===== src/rtl/sobel_pkg.sv =====
// Shared constants for the Sobel window sequencer: FSM state codes and default geometry.
package sobel_pkg;

  localparam logic [1:0] ST_IDLE  = 2'd0;
  localparam logic [1:0] ST_RUN   = 2'd1;
  localparam logic [1:0] ST_DRAIN = 2'd2;
  localparam logic [1:0] ST_DONE  = 2'd3;

  localparam int IMG_W_DEF = 640;
  localparam int IMG_H_DEF = 480;
  localparam int CW_DEF    = 10;
  localparam int RW_DEF    = 9;

endpackage


===== src/rtl/sobel_raster_counter.sv =====
// Raster position counter: column wraps at IMG_W-1 and advances the row; row wraps at IMG_H-1.
module sobel_raster_counter
  import sobel_pkg::*;
#(
  parameter int IMG_W = IMG_W_DEF,
  parameter int IMG_H = IMG_H_DEF,
  parameter int CW    = CW_DEF,
  parameter int RW    = RW_DEF
) (
  input  logic          clk,
  input  logic          rst,
  input  logic          en,
  input  logic          clr,
  output logic [CW-1:0] col,
  output logic [RW-1:0] row,
  output logic          last
);

  logic col_end;
  logic row_end;

  assign col_end = (col == CW'(IMG_W - 1));
  assign row_end = (row == RW'(IMG_H - 1));
  assign last    = col_end & row_end;

  always_ff @(posedge clk or posedge rst) begin
    if (rst) begin
      col <= '0;
      row <= '0;
    end else if (clr) begin
      col <= '0;
      row <= '0;
    end else if (en) begin
      if (col_end) begin
        col <= '0;
        row <= row_end ? '0 : row + RW'(1);
      end else begin
        col <= col + CW'(1);
      end
    end
  end

endmodule


===== src/rtl/sobel_window_ctrl.sv =====
// Frame sequencer for the Sobel line buffer: paces pixel writes, tracks window position,
// qualifies interior 3x3 windows and flags end of frame.
//
//   state    | meaning
//   ---------+-----------------------------------------------------------
//   ST_IDLE  | waiting for start_i, no pixels accepted
//   ST_RUN   | accepting pixels, tracking windows from buf_done_i
//   ST_DRAIN | all pixels written, waiting for the remaining windows
//   ST_DONE  | one-cycle end-of-frame pulse, then back to idle
module sobel_window_ctrl
  import sobel_pkg::*;
#(
  parameter int IMG_W     = IMG_W_DEF,
  parameter int IMG_H     = IMG_H_DEF,
  parameter int CW        = CW_DEF,
  parameter int RW        = RW_DEF,
  parameter int DRAIN_MAX = 4096
) (
  input  logic          clk,
  input  logic          rst,
  input  logic          start_i,
  input  logic          pix_valid_i,
  output logic          pix_ready_o,
  output logic          buf_we_o,
  input  logic          buf_done_i,
  output logic          win_valid_o,
  output logic [CW-1:0] win_col_o,
  output logic [RW-1:0] win_row_o,
  output logic          busy_o,
  output logic          frame_done_o,
  output logic          err_o
);

  localparam int            TW     = $clog2(DRAIN_MAX + 1);
  localparam logic [TW-1:0] T_LOAD = TW'(DRAIN_MAX - 1);

  logic [1:0]    state;
  logic          active;
  logic          start_clr;
  logic          done_act;
  logic          out_full;
  logic          drain_abort;
  logic          win_hit;
  logic [TW-1:0] drain_tmr;
  logic [CW-1:0] in_col;
  logic [RW-1:0] in_row;
  logic          in_last;
  logic [CW-1:0] out_col;
  logic [RW-1:0] out_row;
  logic          out_last;

  assign active       = (state == ST_RUN) | (state == ST_DRAIN);
  assign pix_ready_o  = (state == ST_RUN);
  assign buf_we_o     = pix_valid_i & pix_ready_o;
  assign busy_o       = (state != ST_IDLE);
  assign frame_done_o = (state == ST_DONE);
  assign start_clr    = (state == ST_IDLE) & start_i;
  assign done_act     = buf_done_i & active & ~out_full;
  assign drain_abort  = (state == ST_DRAIN) & ~done_act & (drain_tmr <= TW'(1));
  assign win_hit      = done_act & (out_col >= CW'(2)) & (out_row >= RW'(2));

  sobel_raster_counter #(.IMG_W(IMG_W), .IMG_H(IMG_H), .CW(CW), .RW(RW)) u_in_pos (
    .clk  (clk),
    .rst  (rst),
    .en   (buf_we_o),
    .clr  (start_clr),
    .col  (in_col),
    .row  (in_row),
    .last (in_last)
  );

  sobel_raster_counter #(.IMG_W(IMG_W), .IMG_H(IMG_H), .CW(CW), .RW(RW)) u_out_pos (
    .clk  (clk),
    .rst  (rst),
    .en   (done_act),
    .clr  (start_clr),
    .col  (out_col),
    .row  (out_row),
    .last (out_last)
  );

  always_ff @(posedge clk or posedge rst) begin
    if (rst) begin
      state <= ST_IDLE;
    end else begin
      case (state)
        ST_IDLE:  if (start_i) state <= ST_RUN;
        ST_RUN:   if (buf_we_o & in_last) state <= ST_DRAIN;
        ST_DRAIN: if ((done_act & out_last) | out_full | drain_abort) state <= ST_DONE;
        default:  state <= ST_IDLE;
      endcase
    end
  end

  // out_full remembers that the last window was seen, since the output counter wraps to 0.
  always_ff @(posedge clk or posedge rst) begin
    if (rst) begin
      out_full <= 1'b0;
    end else if (start_clr) begin
      out_full <= 1'b0;
    end else if (done_act & out_last) begin
      out_full <= 1'b1;
    end
  end

  // Down-counter reloaded on every window; it measures idle time since the last buf_done_i.
  always_ff @(posedge clk or posedge rst) begin
    if (rst) begin
      drain_tmr <= '0;
    end else if (start_clr | done_act) begin
      drain_tmr <= T_LOAD;
    end else if (active & (drain_tmr > TW'(1))) begin
      drain_tmr <= drain_tmr - TW'(1);
    end
  end

  always_ff @(posedge clk or posedge rst) begin
    if (rst) begin
      err_o <= 1'b0;
    end else if (start_clr) begin
      err_o <= 1'b0;
    end else if ((start_i & busy_o) | (buf_done_i & active & out_full) | drain_abort) begin
      err_o <= 1'b1;
    end
  end

  always_ff @(posedge clk or posedge rst) begin
    if (rst) begin
      win_valid_o <= 1'b0;
      win_col_o   <= '0;
      win_row_o   <= '0;
    end else begin
      win_valid_o <= win_hit;
      if (win_hit) begin
        win_col_o <= out_col - CW'(1);
        win_row_o <= out_row - RW'(1);
      end
    end
  end

endmodule


===== config.mk =====
export PLATFORM = sky130hd
export DESIGN_NAME = sobel_window_ctrl
export DESIGN_NICKNAME = d
export VERILOG_FILES = /design/src/rtl/sobel_pkg.sv /design/src/rtl/sobel_raster_counter.sv /design/src/rtl/sobel_window_ctrl.sv
export SDC_FILE = /design/constraint.sdc
export NUM_CORES = 1
export LEC_CHECK = 0
export ABC_AREA = 0
export CORE_UTILIZATION = 63
export DETAILED_ROUTE_END_ITERATION = 10
export PLACE_DENSITY = 0.81
export RECOVER_POWER = 25
export SLEW_MARGIN = 20
export SYNTH_ARGS = -nofsm -noshare
export SYNTH_HDL_FRONTEND = slang
export SYNTH_SLANG_ARGS = --single-unit

===== constraint.sdc =====
create_clock -name clk -period 5.15 [get_ports clk]
set_input_delay 0.515 -clock clk [delete_from_list [all_inputs] [get_ports clk]]
set_output_delay 0.515 -clock clk [all_outputs]
set_load 0.01 [all_outputs]

==> reports/results.ini <==
[floorplanning]
die_outline_area_sq_um=6931
width_of_the_die_um=83.25
die_height_um=83.25
floorplan.core_area_sq_um=6350
floorplan.initialDensity_pct=65.50
ios=30
rows=29

[synthesis]
ys_seq_area_share_pct=45.13
seq_cells_post_synth=75
netlist_top_cells_area=sky130_fd_sc_hd__dfrtp_1 45%, sky130_fd_sc_hd__xnor2_1 5.7%, sky130_fd_sc_hd__xor2_1 5.1%
postSynthNetCount=433
mappedNetlistArea_sq_um=4159
yosys.area.top_type=sky130_fd_sc_hd__dfrtp_1
synthesis.yosys.warnings=0
yosysUniqueCellTypes=57
postSynth.topFlopCell=sky130_fd_sc_hd__dfrtp_1
mapped_avg_cell_area_sq_um=10.07
synth_enable_flop_cells=0
postSynthCellCount=413
synthArstFlopShare_pct=100.0
synthDominantCellAreaShare_pct=45.13

[detailed_routing]
wirelength_met1_mm=3.542
drt.antenna.violating_nets=0
wl_mm=7.818
detailroute.via_count=3031
drt_pre_antenna_iters=4
routedWlPerCell_um=15.01
met3_wirelength_um=251
detail_route.vias_per_cell=5.818
initialDrtViolationCount=114
dr.max_layer_used=met4
drc_errors=0
wl_met2_mm=3.864

[clocking]
worst_skew_pair.late_latency_ns=0.36
clock_tree_from_tritoncts=yes
numClockSinks=75
htree_levels=3
cts.repair.resized=0
clk_root_buffer_cell=sky130_fd_sc_hd__clkbuf_8
cts-buffers-inserted=9
clkSlewWorstSetupHoldPaths_ns=0.09
hold_buffers=0
max-clock-path-buffers=2
post-cts-setup-buffer-count=0

[min_path]
min_path_type=flip-flop to flip-flop

[sta]
final_min_period_over_clock_period_pct=50.21
worst_pin_slew_ns=1.392
finalWorstPathRequiredPeriod_ns=2.586
max_slew_margin_pct=7.097
finClkSkew_ns=0.01378
hold_viol_final=0
fmaxAchievable_mhz=386.7
finalMaxSlewViolations=0
setup_tns_ns=0
timing.hold.ws_ns=0.4924
setup_violations=0
grt_setup_unrepaired=no

[final_layout]
layout.nets=460
fillCellCount=450
insertedDiodeCount=0
layout-drive-gt1-share_pct=10.81
final_common_cell=sky130_fd_sc_hd__dfrtp_1
area_delta_synth_final_pct=13.27
layout.core_utilization_pct=74.19
final_cell_mix=75 x sky130_fd_sc_hd__dfrtp_1, 48 x sky130_fd_sc_hd__nand2_1, 39 x sky130_fd_sc_hd__nor2_1

[job]
max_cap_viol_count=0

[place]
port-buffer-count=29
finalWeightedCongestion=0.8333
dp_hpwl_mm=5.419

[critical_path]
worstPathMaxFanout=7
worstSetupEndpointType=output pin
criticalPathCategory=flip-flop to output pin
arrival_ns=2.07
cp-start-kind=flip-flop
cp_data_required_time_ns=4.64

[power]
leakage_nw=1.978
powerDensity_nw_per_um2=329.1
power.switching_fraction_pct=29.33
p_total_mw=1.551
power_frac_seq_pct=48.4
internal_power_mw=1.096
power.share.clock_pct=32.1
irDropWorstVdd_mv=0.2818
pwr-share-comb_pct=19.5
net-switching-power_mw=0.4547

[global_route]
grt_start_max_net_pins=40
grt_pass1_wl_mm=13.57
grtUsageTotal_pct=24.34
antenna_violations_before_repair=0
grt_remaining_overflow=0
grt_pass1_vias=2985

[run_status]
outcome=completed

## worst max-delay path, stage by stage (launching register included)
cell and delay, ns:
sky130_fd_sc_hd__dfrtp_1 0.43, sky130_fd_sc_hd__inv_1 0.10, sky130_fd_sc_hd__ha_1 0.25, sky130_fd_sc_hd__nand2_1 0.18, sky130_fd_sc_hd__inv_1 0.20, sky130_fd_sc_hd__clkdlybuf4s50_1 0.56
## cell usage after synthesis (3+ instances only)
cell                       instances
sky130_fd_sc_hd__xor2_1           24
sky130_fd_sc_hd__nand4_1           8
sky130_fd_sc_hd__mux2i_1           5
sky130_fd_sc_hd__inv_1            19
sky130_fd_sc_hd__clkbuf_1          7
sky130_fd_sc_hd__nand2b_1          4
sky130_fd_sc_hd__nor3_1           11
sky130_fd_sc_hd__nand3b_1          5
sky130_fd_sc_hd__buf_2             6
sky130_fd_sc_hd__nor4b_1           3
sky130_fd_sc_hd__nand3_1          12
sky130_fd_sc_hd__xnor2_1          27
sky130_fd_sc_hd__nand2_1          48
sky130_fd_sc_hd__dfrtp_1          75
sky130_fd_sc_hd__or3_1             5
sky130_fd_sc_hd__ha_1             15
sky130_fd_sc_hd__a21oi_1          13
sky130_fd_sc_hd__nand4b_1          3
sky130_fd_sc_hd__o21ai_0           5
sky130_fd_sc_hd__mux2_2           12
sky130_fd_sc_hd__a211oi_1          4
sky130_fd_sc_hd__and3_1            4
sky130_fd_sc_hd__mux2_1            5
sky130_fd_sc_hd__nor2_1           39
sky130_fd_sc_hd__nor4_1           10
## cells by family (layout without fill, tap and decap cells)
logic type      count (synthesis)  count (layout)  share of synthesized area (%)
compound gates                 39              39                          6.920
fa+ha+maj                      15              15                          4.513
simple gates                  176             176                          23.35
flops                          75              75                          45.13
buf+inv                        35              66                          3.550
xor+xnor                       51              51                          10.74
mux                            22              22                          5.806
## power groups by stage
stage,Clock (mW),Sequential (mW),Combinational [mW]
after floorplan,0,0.730,0.229
after global placement,0,0.758,0.300
after detailed placement,0,0.762,0.310
after CTS,0.502,0.751,0.310
after global routing,0.530,0.764,0.336
final,0.497,0.750,0.303
## cell type report
cell class | instances | area (sq um) | area share, %
Inverter | 19 | 71.32 | 1.514
Clock inverter | 6 | 90.09 | 1.912
Tap cell | 77 | 96.34 | 2.045
Sequential cell | 75 | 1877 | 39.84
Timing Repair Buffer | 32 | 312.8 | 6.640
Multi-Input combinational cell | 303 | 2140 | 45.42
Clock buffer | 9 | 123.9 | 2.629
## stage by stage
stage                     worst slack [ns]  std cells  area (sq um)
final                                2.564        521          4711
after global routing                 2.363        521          4711
after CTS                            2.570        521          4717
after detailed placement             2.477        506          4503
after global placement               2.533        506          4503
after floorplan                      2.725        413          4159
## registers in the layout (all words and copies together) (netlist names)
name,flops
win_row_o,9
u_in_pos.row,9
u_in_pos.col,10
win_col_o,10
win_valid_o,1
state,2
out_full,1
u_out_pos.row,9
drain_tmr,13
u_out_pos.col,10
err_o,1
## routing by layer
layer	track usage [%]	vias up
li1	-	1492
met1	30.95	1468
met2	40.61	57
met3	3.777	14
met4	11.91	0
met5	0	-
## final timing paths
path / startpoint / to / slack, ns / cells past startpoint
worst max-delay path: state[1]$_DFFE_PP0P_ / buf_we_o / 2.56 / 5
worst min-delay path: win_col_o[6]$_DFFE_PP0P_ / win_col_o[6]$_DFFE_PP0P_ / 0.49 / 1
worst max register to register: state[1]$_DFFE_PP0P_ / u_out_pos.row[6]$_DFFE_PP0P_ / 2.57 / 7
worst min register to register: win_col_o[6]$_DFFE_PP0P_ / win_col_o[6]$_DFFE_PP0P_ / 0.49 / 1
max in group asynchronous: rst / drain_tmr[3]$_DFFE_PP0P_ / 2.97 / 3
min in group asynchronous: rst / u_in_pos.col[4]$_DFFE_PP0P_ / 0.99 / 2
(Power assumes the default switching activity.)
